$ cat config.mk
export PLATFORM = sky130hd
export DESIGN_NAME = hazard_ctrl
export DESIGN_NICKNAME = d
export VERILOG_FILES = /design/src/rtl/hazard_ctrl.sv
export SDC_FILE = /design/constraint.sdc
export NUM_CORES = 1
export LEC_CHECK = 0
export ABC_AREA = 1
export BUFFER_PORTS_ARGS = -buffer_cell sky130_fd_sc_hd__buf_2
export CORE_MARGIN = 4
export CORE_UTILIZATION = 50
export CTS_CLUSTER_SIZE = 40
export DETAILED_ROUTE_END_ITERATION = 6
export PLACE_DENSITY = 0.75
export SETUP_SLACK_MARGIN = 0.05
export SYNTH_ARGS = -nofsm -noshare
export SYNTH_HDL_FRONTEND = slang
export SYNTH_SLANG_ARGS = --single-unit
export TNS_END_PERCENT = 100
$ cat constraint.sdc
create_clock -name clk -period 1.85 [get_ports clk]
set_input_delay 0.37 -clock clk [delete_from_list [all_inputs] [get_ports clk]]
set_output_delay 0.37 -clock clk [all_outputs]
set_load 0.005 [all_outputs]
$ cat src/rtl/hazard_ctrl.sv
// Pipeline hazard controller: resolves load-use, branch/jump redirect and
// data-memory wait hazards, with saturating perf counters and a sticky timeout flag.
module hazard_ctrl #(
  parameter int CNT_W    = 16,
  parameter int WAIT_MAX = 15
) (
  input  logic             clk,
  input  logic             rst_n,
  input  logic [4:0]       id_rs,
  input  logic [4:0]       id_rt,
  input  logic             id_uses_rt,
  input  logic [4:0]       ex_aw,
  input  logic             ex_regwrite,
  input  logic             ex_memtoreg,
  input  logic             ex_pcsrc,
  input  logic             ex_jump,
  input  logic             mem_req,
  input  logic             mem_ready,
  output logic             pc_write,
  output logic             ifid_write,
  output logic             idex_write,
  output logic             exmem_write,
  output logic             ifid_flush,
  output logic             idex_flush,
  output logic [CNT_W-1:0] stall_cnt,
  output logic [CNT_W-1:0] flush_cnt,
  output logic             timeout_err,
  output logic [1:0]       state_o
);

  typedef enum logic [1:0] {
    RUN      = 2'd0,
    MEM_WAIT = 2'd1
  } state_e;

  localparam logic [7:0] WAIT_LIMIT = 8'(WAIT_MAX);

  state_e           state_q;
  logic [7:0]       wait_cnt_q;
  logic [CNT_W-1:0] stall_cnt_q;
  logic [CNT_W-1:0] flush_cnt_q;
  logic             timeout_q;

  logic load_use;
  logic redirect;
  logic mem_stall;

  assign load_use  = ex_memtoreg & ex_regwrite & (ex_aw != 5'd0) &
                     ((ex_aw == id_rs) | (id_uses_rt & (ex_aw == id_rt)));
  assign redirect  = ex_pcsrc | ex_jump;
  assign mem_stall = mem_req & ~mem_ready;

  // NOTE: every output gets a default before the case so always_comb never infers a latch.
  always_comb begin
    pc_write    = 1'b1;
    ifid_write  = 1'b1;
    idex_write  = 1'b1;
    exmem_write = 1'b1;
    ifid_flush  = 1'b0;
    idex_flush  = 1'b0;
    if (!rst_n) begin
      pc_write    = 1'b0;
      ifid_write  = 1'b0;
      idex_write  = 1'b0;
      exmem_write = 1'b0;
      ifid_flush  = 1'b1;
      idex_flush  = 1'b1;
    end else begin
      case (state_q)
        RUN: begin
          if (mem_stall) begin
            pc_write    = 1'b0;
            ifid_write  = 1'b0;
            idex_write  = 1'b0;
            exmem_write = 1'b0;
          end else if (redirect) begin
            ifid_flush = 1'b1;
            idex_flush = 1'b1;
          end else if (load_use) begin
            // Hold PC and IF/ID, insert one bubble into ID/EX.
            pc_write   = 1'b0;
            ifid_write = 1'b0;
            idex_flush = 1'b1;
          end
        end
        default: begin
          pc_write    = 1'b0;
          ifid_write  = 1'b0;
          idex_write  = 1'b0;
          exmem_write = 1'b0;
        end
      endcase
    end
  end

  // NOTE: sequential state uses non-blocking assignments so all registers update from pre-edge values.
  always_ff @(posedge clk or negedge rst_n) begin
    if (!rst_n) begin
      state_q     <= RUN;
      wait_cnt_q  <= 8'd0;
      stall_cnt_q <= '0;
      flush_cnt_q <= '0;
      timeout_q   <= 1'b0;
    end else begin
      if (!pc_write && (stall_cnt_q != '1)) begin
        stall_cnt_q <= stall_cnt_q + 1'b1;
      end
      case (state_q)
        RUN: begin
          if (mem_stall) begin
            state_q    <= MEM_WAIT;
            wait_cnt_q <= 8'd1;
          end else if (redirect && (flush_cnt_q != '1)) begin
            flush_cnt_q <= flush_cnt_q + 1'b1;
          end
        end
        default: begin
          if (mem_ready) begin
            state_q    <= RUN;
            wait_cnt_q <= 8'd0;
          end else if (wait_cnt_q == WAIT_LIMIT) begin
            // Abandon the access so a dead memory cannot hang the core.
            timeout_q  <= 1'b1;
            state_q    <= RUN;
            wait_cnt_q <= 8'd0;
          end else begin
            wait_cnt_q <= wait_cnt_q + 8'd1;
          end
        end
      endcase
    end
  end

  assign stall_cnt   = stall_cnt_q;
  assign flush_cnt   = flush_cnt_q;
  assign timeout_err = timeout_q;
  assign state_o     = state_q;

endmodule

==> reports/metrics.csv, run 1 <==
metric;value;unit
Max Slew Vio Count;0;
post-synthesis adder-cell area fraction;1.40;%
GP Congestion;0.904;
Max Cap Violations;0;
CP required;1480;ps
Clk Latency, worst-skew pair;290;ps
I/O pin count;65;
startpoint types;flop;
post-synthesis mux area share;0;%
Final Hold Vio Count;0;
first-pass GRT wire length;10.5;mm
number of DRC markers in iteration 0;144;
critical path arrival;1320;ps
CTS root buf;clkbuf_8;
Post-DP HPWL;4.57;mm
Tmin final;1690;ps
EDFF count, synth;0;
CP Class;reg2out;
sequential element share of the synthesized area;39.1;%
H-tree Lvls;2;
WL/cell;12.0;µm
Final #Nets;466;
slowest stage cell, crit path;dfrtp_2;
crit-path max cell delay;450;ps
RSZ-0062 raised after global routing;no;
type of the worst min-delay path;in2async;
Final Non-Filler Cells;510;
post-placement cell count;495;
Main synth FF type;dfrtp_1;
clock buffer depth;2;
Clock Pin Slew Worst Setup and Hold Paths;80;ps
Remaining Overflow, GRT;0;
core area;0.00517;mm²
Die Ht;81.3;µm
total CTS buffers;5;
Fmax;0.592;GHz
Synth Area in Simple Gates;37.0;%
via/cell ratio;5.06;
syn nets;390;
Setup TNS Final;0;ps
DR DRC count;0;
port bufs;63;
die area;0.00661;mm²
pin count of the biggest net entering global routing;40;
Synth Instances;363;
initial antenna violation count;0;
Initial Util;52.0;%
buffers and inverters on the worst path;3;
Worst Skew;6.29;ps
Routed Antenna Nets;0;
Setup crit end kind;output port;
leakage power;1.73;nW
Synth cell types;34;
GRT Total Usage;20.1;%
vias in the first global route;2386;
Yosys warnings;0;
Worst IR Drop VDD;0.000810;V
Tot Pwr;2.76;mW
most frequent cells in the layout;112 x nand2_1, 63 x buf_2, 41 x dfrtp_1;
area growth from synthesis to final layout;21.0;%
pwr/cell area;847;mW/mm²
largest family of logic cells by synthesized area;simple AND/OR/NAND/NOR gates;
ant diodes;0;
CTS tree;yes;
die extent in x;81.3;µm
# setup viols final;0;
CTS Sinks;42;
Top delay family on crit path;flip-flops;
most common cell after layout, fill and taps aside;nand2_1;
compound-gate portion of the synthesized area;4.51;%
xor and xnor area share after synthesis;9.40;%
syn avg cell area;7.41;µm²
crit path cell chain;nor2_8, inv_2, nor2_4, nand2_4, inv_1, buf_2;
layout cell share with drive strength beyond 1;25.7;%
Site Rows;26;
synthesized area;0.00269;mm²
fraction of registers with async set/reset;100;%
status;finished, final reports clean;
First-pass DRT Iterations;4;
post-synthesis register bit count;42;
FILL cells;487;
via count;2581;
final period utilization;91.3;%
DRT Wirelength;6.11;mm
critical path peak fanout;5;
-- cells by family (layout without fill, tap and decap cells) --
group,after synthesis,count (layout)
flops,42,42
compound gates,20,20
simple gates,218,218
fa+ha+maj,3,3
buf+inv,51,128
other cells,1,1
xor+xnor,28,28
-- sequential cells by signal, indices dropped and copies added (netlist names) --
| register | cells |
|---|---|
| state_o | 1 |
| wait_cnt_q | 8 |
| flush_cnt | 16 |
| stall_cnt | 16 |
| timeout_err | 1 |
-- synth_stat cells, types with 2 or more instances --
master   count  share of area, %
nand2_1    113                16
dfrtp_1     42                39
nand3_1     39               7.3
nor2_1      36               5.0
inv_1       34               4.7
xnor2_1     17               5.5
xor2_1      10               3.3
inv_2        9               1.3
nand4_1      8               1.9
nor3_1       6               1.1
o21ai_0      6               1.1
buf_4        5               1.4
nand2_2      5               1.2
a21oi_1      3              0.56
ha_1         3               1.4
nor2_2       3              0.70
o21ai_1      3              0.56
buf_6        2              0.84
nand2_4      2              0.84
nor2_4       2              0.84
o21a_1       2              0.56
-- metal layers --
metal	wire [µm]	global-route usage, %
met3	343	4.10
met2	3030	34.6
met1	2660	25.4
met5	0	0
met4	68	5.57
-- cell type report --
| cell class | count | area, µm² | area share, % |
|---|---|---|---|
| multi-input combinational | 270 | 1440 | 44.1 |
| tap | 70 | 87.6 | 2.69 |
| clock inverter | 1 | 5.00 | 0.154 |
| timing repair buffer | 77 | 423 | 13.0 |
| clock buffer | 7 | 86.3 | 2.65 |
| sequential | 42 | 1050 | 32.3 |
| inverter | 43 | 164 | 5.04 |
-- path summary, 6_finish.rpt --
kind	start	end	slack, ps	cells past startpoint
min in group clk	mem_ready	wait_cnt_q[2]$_DFFE_PN0P_	400	4
max in group asynchronous	rst_n	timeout_err$_DFFE_PN0P_	1190	2
worst max-delay path	state_o[0]$_DFFE_PN0P_	ifid_write	160	6
worst max register to register	wait_cnt_q[0]$_DFFE_PN0P_	wait_cnt_q[3]$_DFFE_PN0P_	200	9
worst min-delay path	rst_n	stall_cnt[2]$_DFFE_PN0P_	190	2
worst min register to register	timeout_err$_DFFE_PN0P_	timeout_err$_DFFE_PN0P_	480	1
-- what timing repair did --
action / 4_1_cts / 5_1_grt
endpoints found under the hold margin: 3 / 0
buffers inserted: 1 / 5
endpoints found under the setup margin: 3 / 22
pin swaps: 1 / 1
resized for setup: 3 / 5
hold buffers: 1 / 0
-- report_power, final --
| group | internal (mW) | switching, mW | total [mW] | leakage [nW] |
|---|---|---|---|---|
| clock | 0.301 | 0.307 | 0.609 | 0.0482 |
| combinational | 0.385 | 0.472 | 0.857 | 1.13 |
| sequential | 1.08 | 0.213 | 1.29 | 0.553 |
| total | 1.76 | 0.993 | 2.76 | 1.73 |
-- per-stage QoR --
step                      cell area [µm²]  hold WS (ps)  worst slack (ps)  util, %
final                                3250           186               161     62.9
after floorplan                      2690          74.4               143        -
after global routing                 3250           249              55.4     62.9
after CTS                            3190           217               130     61.8
after global placement               3080           202               113     59.5
after detailed placement             3080           203              98.0     59.5
No activity file was read; power rests on OpenSTA's default activity.
==> run 2, diff against run 1 <==
--- a/config.mk
+++ b/config.mk
@@ -11,7 +11,7 @@
 export CORE_UTILIZATION = 50
 export CTS_CLUSTER_SIZE = 40
 export DETAILED_ROUTE_END_ITERATION = 6
-export PLACE_DENSITY = 0.75
+export PLACE_DENSITY = 0.83
 export SETUP_SLACK_MARGIN = 0.05
 export SYNTH_ARGS = -nofsm -noshare
 export SYNTH_HDL_FRONTEND = slang
==> run 2 against run 1 <==
  * Clock power is 1% higher
  * Maximum frequency is 2.1% lower
  * Sequential power is essentially flat
  * Hold slack worse by 26 ps
  * Total power increased by 1.1%
  * Sequential cell count stayed put
  * Clock skew increased by 0.98 ps
  * Register-to-register slack lost 30 ps
  * Die area is the same
  * Routed wire length increased by 3.0%
  * Utilization fell by 0.29 points
  * Clock-buffer cell count did not move
  * Largest power group unchanged
  * Highest routed layer unchanged
==> reports/metrics.csv, run 2 (same netlist as run 1, synthesis figures left out) <==
metric;value;unit;change
status;finished, final reports clean;;
die area;0.00661;mm²;unchanged
Initial Util;52.0;%;unchanged
Routed Antenna Nets;0;;unchanged
Final Hold Vio Count;0;;unchanged
Clk Latency, worst-skew pair;300;ps;about the same
initial antenna violation count;0;;unchanged
Max Slew Vio Count;0;;unchanged
H-tree Lvls;2;;unchanged
final period utilization;93.3;%;+2.0 points
port bufs;63;;unchanged
reg2reg setup slack;170;ps;-30 ps
critical path peak fanout;6;;+1
vias in the first global route;2400;;+0.59%
Max Cap Violations;0;;unchanged
CTS root buf;clkbuf_8;;
Internal;1.77;mW;+0.36%
I/O pin count;65;;unchanged
buffers and inverters on the worst path;2;;-1
Tmin final;1730;ps;+36.7 ps
part of the power in combinational logic;31.5;%;+0.4 points
number of DRC markers in iteration 0;126;;-13%
GRT Total Usage;20.2;%;+0.15 points
Net Sw Frac;36.5;%;+0.44 points
pin count of the biggest net entering global routing;37;;-7.5%
Worst IR Drop VDD;0.000562;V;-31%
Top delay family on crit path;flip-flops;;
Remaining Overflow, GRT;0;;unchanged
Die Ht;81.3;µm;unchanged
via count;2572;;-0.35%
# setup viols final;0;;unchanged
Site Rows;26;;unchanged
Worst Skew;7.27;ps;+0.978 ps
most common cell after layout, fill and taps aside;nand2_1;;
Setup TNS Final;0;ps;unchanged
P_sw;1.02;mW;+2.3%
First-pass DRT Iterations;4;;unchanged
CP Class;reg2out;;
sequential power share;46.4;%;-0.4 points
clock buffer depth;2;;unchanged
RR Startpoint;flush_cnt[0]$_DFFE_PN0P_;;
CTS tree;yes;;
slowest stage cell, crit path;dfrtp_2;;
worst reg2reg endpoint;flush_cnt[7]$_DFFE_PN0P_;;
Post-DP HPWL;4.65;mm;+1.8%
DRT Wirelength;6.29;mm;+3.0%
layout cell share with drive strength beyond 1;25.1;%;-0.57 points
RSZ-0062 raised after global routing;yes;;
area growth from synthesis to final layout;20.4;%;
crit path cell chain;nor2_8, inv_4, o21ai_1, a31o_2, buf_2;;
CP required;1480;ps;about the same
first-pass GRT wire length;10.5;mm;about the same
DR DRC count;0;;unchanged
WL/cell;12.4;µm;+3.4%
Post-Place Cell Area;0.00309;mm²;+0.24%
Clock Pin Slew Worst Setup and Hold Paths;80;ps;about the same
most frequent cells in the layout;113 x nand2_1, 63 x buf_2, 41 x dfrtp_1;;
CTS Sinks;42;;unchanged
Final #Nets;464;;-0.43%
startpoint types;flop;;
GP Congestion;0.878;;-2.9%
leakage power;1.73;nW;-0.30%
Fmax;0.580;GHz;-2.1%
die extent in x;81.3;µm;unchanged
fin area;0.00324;mm²;-0.46%
via/cell ratio;5.06;;about the same
critical path arrival;1360;ps;+40 ps
type of the worst min-delay path;in2async;;
pwr/cell area;860;mW/mm²;+1.5%
Tot Pwr;2.79;mW;+1.1%
crit-path max cell delay;450;ps;about the same
number of cells on the worst reg-to-reg path;8;;-1
core area;0.00517;mm²;unchanged
Setup crit end kind;output port;;
ant diodes;0;;unchanged
Clock power frac;22.1;%;about the same
total CTS buffers;5;;unchanged
==> run 2: worst reg2reg max path: cells and delay by family, from the launching register on <==
family | cells | cell delay [ps]
buf+inv | 1 | 160
flops | 1 | 440
simple gates | 5 | 560
xor+xnor | 1 | 130
fa+ha+maj | 1 | 280
==> run 2: routing by layer <==
layer | GRT usage [%] | up-vias | share of wire, %
li1 | - | 1288 | -
met1 | 25.7 | 1180 | 44
met2 | 34.0 | 95 | 49
met3 | 4.55 | 9 | 6.0
met4 | 6.42 | 0 | 1.6
met5 | 0 | - | 0
==> run 2: worst max-delay path by stage <==
stage                          endpoint                     start  slack (ps)  cells past startpoint
6_report                     idex_flush    state_o[0]$_DFFE_PN0P_         120                      5
5_1_grt        flush_cnt[7]$_DFFE_PN0P_  flush_cnt[0]$_DFFE_PN0P_          30                      8
4_1_cts                      ifid_write    state_o[0]$_DFFE_PN0P_          80                      6
3_5_place_dp   flush_cnt[7]$_DFFE_PN0P_                 mem_ready          60                     11
3_3_place_gp   flush_cnt[7]$_DFFE_PN0P_                 mem_ready          60                     11
2_1_floorplan                  pc_write                 mem_ready         140                     10
==> run 2: final cells by class <==
class                           instances  area (µm²)
Clock buffer                            7        86.3
Timing Repair Buffer                   75         408
Sequential cell                        42        1050
Inverter                               43         166
Multi-Input combinational cell        270        1430
Clock inverter                          1        5.00
Tap cell                               70        87.6
Fill cell                             452        1930
==> run 2: power by group through the flow <==
stage,Sequential (mW),Clock [mW],Combinational [mW]
final,1.29,0.616,0.876
after global routing,1.32,0.677,0.989
after CTS,1.29,0.631,0.862
after detailed placement,1.30,0,0.853
after global placement,1.29,0,0.817
after floorplan,1.29,0,0.502
==> run 2: per-stage QoR <==
stage / hold WS [ps] / util, % / instances / worst slack (ps)
2_1_floorplan: 74.4 / - / 363 / 143
3_3_place_gp: 230 / 59.7 / 496 / 63.9
3_5_place_dp: 232 / 59.7 / 496 / 60.3
4_1_cts: 179 / 61.8 / 505 / 79.6
5_1_grt: 210 / 62.6 / 508 / 32.5
6_report: 160 / 62.6 / 508 / 124
==> run 2: timing repair <==
action                                  CTS  global route
endpoints found under the setup margin    3            14
pin swaps                                 1             3
buffers inserted                          0             3
gates resized for setup                   3             6
hold buffers                              1             0
cloned                                    0             0
endpoints found under the hold margin     6             0
==> run 3, diff against run 2 <==
--- a/config.mk
+++ b/config.mk
@@ -11,7 +11,9 @@
 export CORE_UTILIZATION = 50
 export CTS_CLUSTER_SIZE = 40
 export DETAILED_ROUTE_END_ITERATION = 6
+export HOLD_SLACK_MARGIN = 0.12
 export PLACE_DENSITY = 0.83
+export REMOVE_ABC_BUFFERS = 1
 export SETUP_SLACK_MARGIN = 0.05
 export SYNTH_ARGS = -nofsm -noshare
 export SYNTH_HDL_FRONTEND = slang
==> run 3 against run 2 <==
  * Die area unchanged
  * Worst setup slack improved by 45 ps
  * Critical path depth grew 1
  * Largest power group unchanged
  * Sequential share of layout area rose by 0.20 points
==> reports/metrics.csv, run 3 (same netlist as run 1, synthesis figures left out) <==
metric;value;unit;change
status;finished, final reports clean;;
H-tree Lvls;2;;unchanged
core area;0.00517;mm²;unchanged
Post-Place Cell Area;0.00310;mm²;+0.49%
Clock Pin Slew Worst Setup and Hold Paths;70;ps;about the same
type of the worst min-delay path;in2async;;
RSZ-0062 raised after global routing;no;;
DR DRC count;0;;unchanged
CTS Sinks;42;;unchanged
number of DRC markers in iteration 0;139;;+10%
die area;0.00661;mm²;unchanged
CP Class;reg2out;;
startpoint types;flop;;
First-pass DRT Iterations;5;;+1
most frequent cells in the layout;113 x nand2_1, 63 x buf_2, 41 x dfrtp_1;;
layout cell share with drive strength beyond 1;24.9;%;-0.17 points
Die Ht;81.3;µm;unchanged
pwr/cell area;854;mW/mm²;-0.70%
Post-DP HPWL;4.60;mm;-1.2%
GP Congestion;0.920;;+4.7%
Final #Nets;463;;-0.22%
vias in the first global route;2389;;-0.46%
Tmin final;1680;ps;-44.6 ps
number of cells on the worst reg-to-reg path;8;;unchanged
via count;2579;;+0.27%
Clk Latency, worst-skew pair;290;ps;about the same
Worst IR Drop VDD;0.000629;V;+12%
critical path arrival;1310;ps;-50 ps
Setup crit end kind;output port;;
most common cell after layout, fill and taps aside;nand2_1;;
Initial Util;52.0;%;unchanged
Site Rows;26;;unchanged
critical path peak fanout;5;;-1
port bufs;63;;unchanged
Max Cap Violations;0;;unchanged
total CTS buffers;5;;unchanged
final period utilization;90.9;%;-2.4 points
GRT Total Usage;19.5;%;-0.67 points
clock buffer depth;2;;unchanged
worst-margin pin slew;523;ps;
fin area;0.00322;mm²;-0.62%
WL/cell;12.1;µm;-2.3%
area growth from synthesis to final layout;19.7;%;
CP required;1480;ps;about the same
initial antenna violation count;0;;unchanged
# setup viols final;0;;unchanged
ant diodes;0;;unchanged
CTS root buf;clkbuf_8;;
Worst Skew;3.71;ps;-3.56 ps
FILL cells;485;;+7.3%
Clock power frac;21.8;%;-0.3 points
Internal;1.75;mW;-0.84%
leakage power;1.72;nW;-0.28%
CTS tree;yes;;
via/cell ratio;5.09;;+0.47%
pin count of the biggest net entering global routing;43;;+16%
Fmax;0.595;GHz;+2.7%
worst rel slew slack;65.1;%;
die extent in x;81.3;µm;unchanged
sequential power share;47.4;%;+1.0 points
first-pass GRT wire length;10.3;mm;-2.1%
part of the power in combinational logic;30.7;%;-0.8 points
Max Slew Vio Count;0;;unchanged
I/O pin count;65;;unchanged
P_sw;0.994;mW;-2.1%
Net Sw Frac;36.2;%;-0.30 points
Routed Antenna Nets;0;;unchanged
Setup TNS Final;0;ps;unchanged
Final Hold Vio Count;0;;unchanged
DRT Wirelength;6.13;mm;-2.4%
Remaining Overflow, GRT;0;;unchanged
run 3: cell type report:
| class | instances | area [µm²] | share of cell area, % |
|---|---|---|---|
| clock inverters | 1 | 5.00 | 0.156 |
| clock buffers | 7 | 86.3 | 2.68 |
| repair buffers | 74 | 398 | 12.4 |
| inverters | 43 | 164 | 5.09 |
| multi-input cells | 270 | 1430 | 44.3 |
| well taps | 70 | 87.6 | 2.72 |
| flip-flops and latches | 42 | 1050 | 32.7 |
run 3: metal layers:
layer  vias to the layer above  routed length (µm)  global-route usage, %
met5                         -                   0                      0
met4                         0                  33                   4.22
met3                         4                 295                   3.55
met2                        68                3130                   34.4
met1                      1222                2670                   24.9
li1                       1285                   -                      -
run 3: timing repair:
action	CTS	global route
buffers inserted	0	1
hold buffers	0	0
pin swaps	0	1
resized for setup	3	3
endpoints found under the setup margin	3	13
run 3: metrics by stage:
stage | hold WS [ps] | std cells | power [mW] | util [%] | worst slack (ps)
floorplan | 74.4 | 355 | 1.77 | - | 265
global placement | 465 | 498 | 2.11 | 60.0 | 106
detailed placement | 458 | 498 | 2.15 | 60.0 | 85.6
CTS | 220 | 506 | 2.77 | 61.9 | 78.0
global route | 246 | 507 | 2.96 | 62.2 | 46.5
finish | 216 | 507 | 2.75 | 62.2 | 169
run 3: path summary, 6_finish.rpt:
check                                               from                   endpoint  slack [ps]
worst max-delay path              state_o[0]$_DFFE_PN0P_                 ifid_write         170
worst min-delay path                               rst_n     state_o[0]$_DFFE_PN0P_         220
worst max register to register  flush_cnt[0]$_DFFE_PN0P_   flush_cnt[8]$_DFFE_PN0P_         180
worst min register to register   timeout_err$_DFFE_PN0P_    timeout_err$_DFFE_PN0P_         470
max in group asynchronous                          rst_n     state_o[0]$_DFFE_PN0P_        1260
min in group clk                               mem_ready  wait_cnt_q[2]$_DFFE_PN0P_         390
run 3: power by group through the flow:
stage / clock (mW) / sequential [mW] / combinational, mW
global placement: 0 / 1.31 / 0.808
CTS: 0.623 / 1.30 / 0.844
finish: 0.600 / 1.30 / 0.845
detailed placement: 0 / 1.32 / 0.835
floorplan: 0 / 1.29 / 0.478
global route: 0.662 / 1.34 / 0.958
run 3: critical path, cell delays in order, from the launching register on:
cell and delay [ps]:
dfrtp_2 450, nor2_8 130, inv_2 70, nor2_4 130
nand2_4 80, inv_1 60, buf_2 100
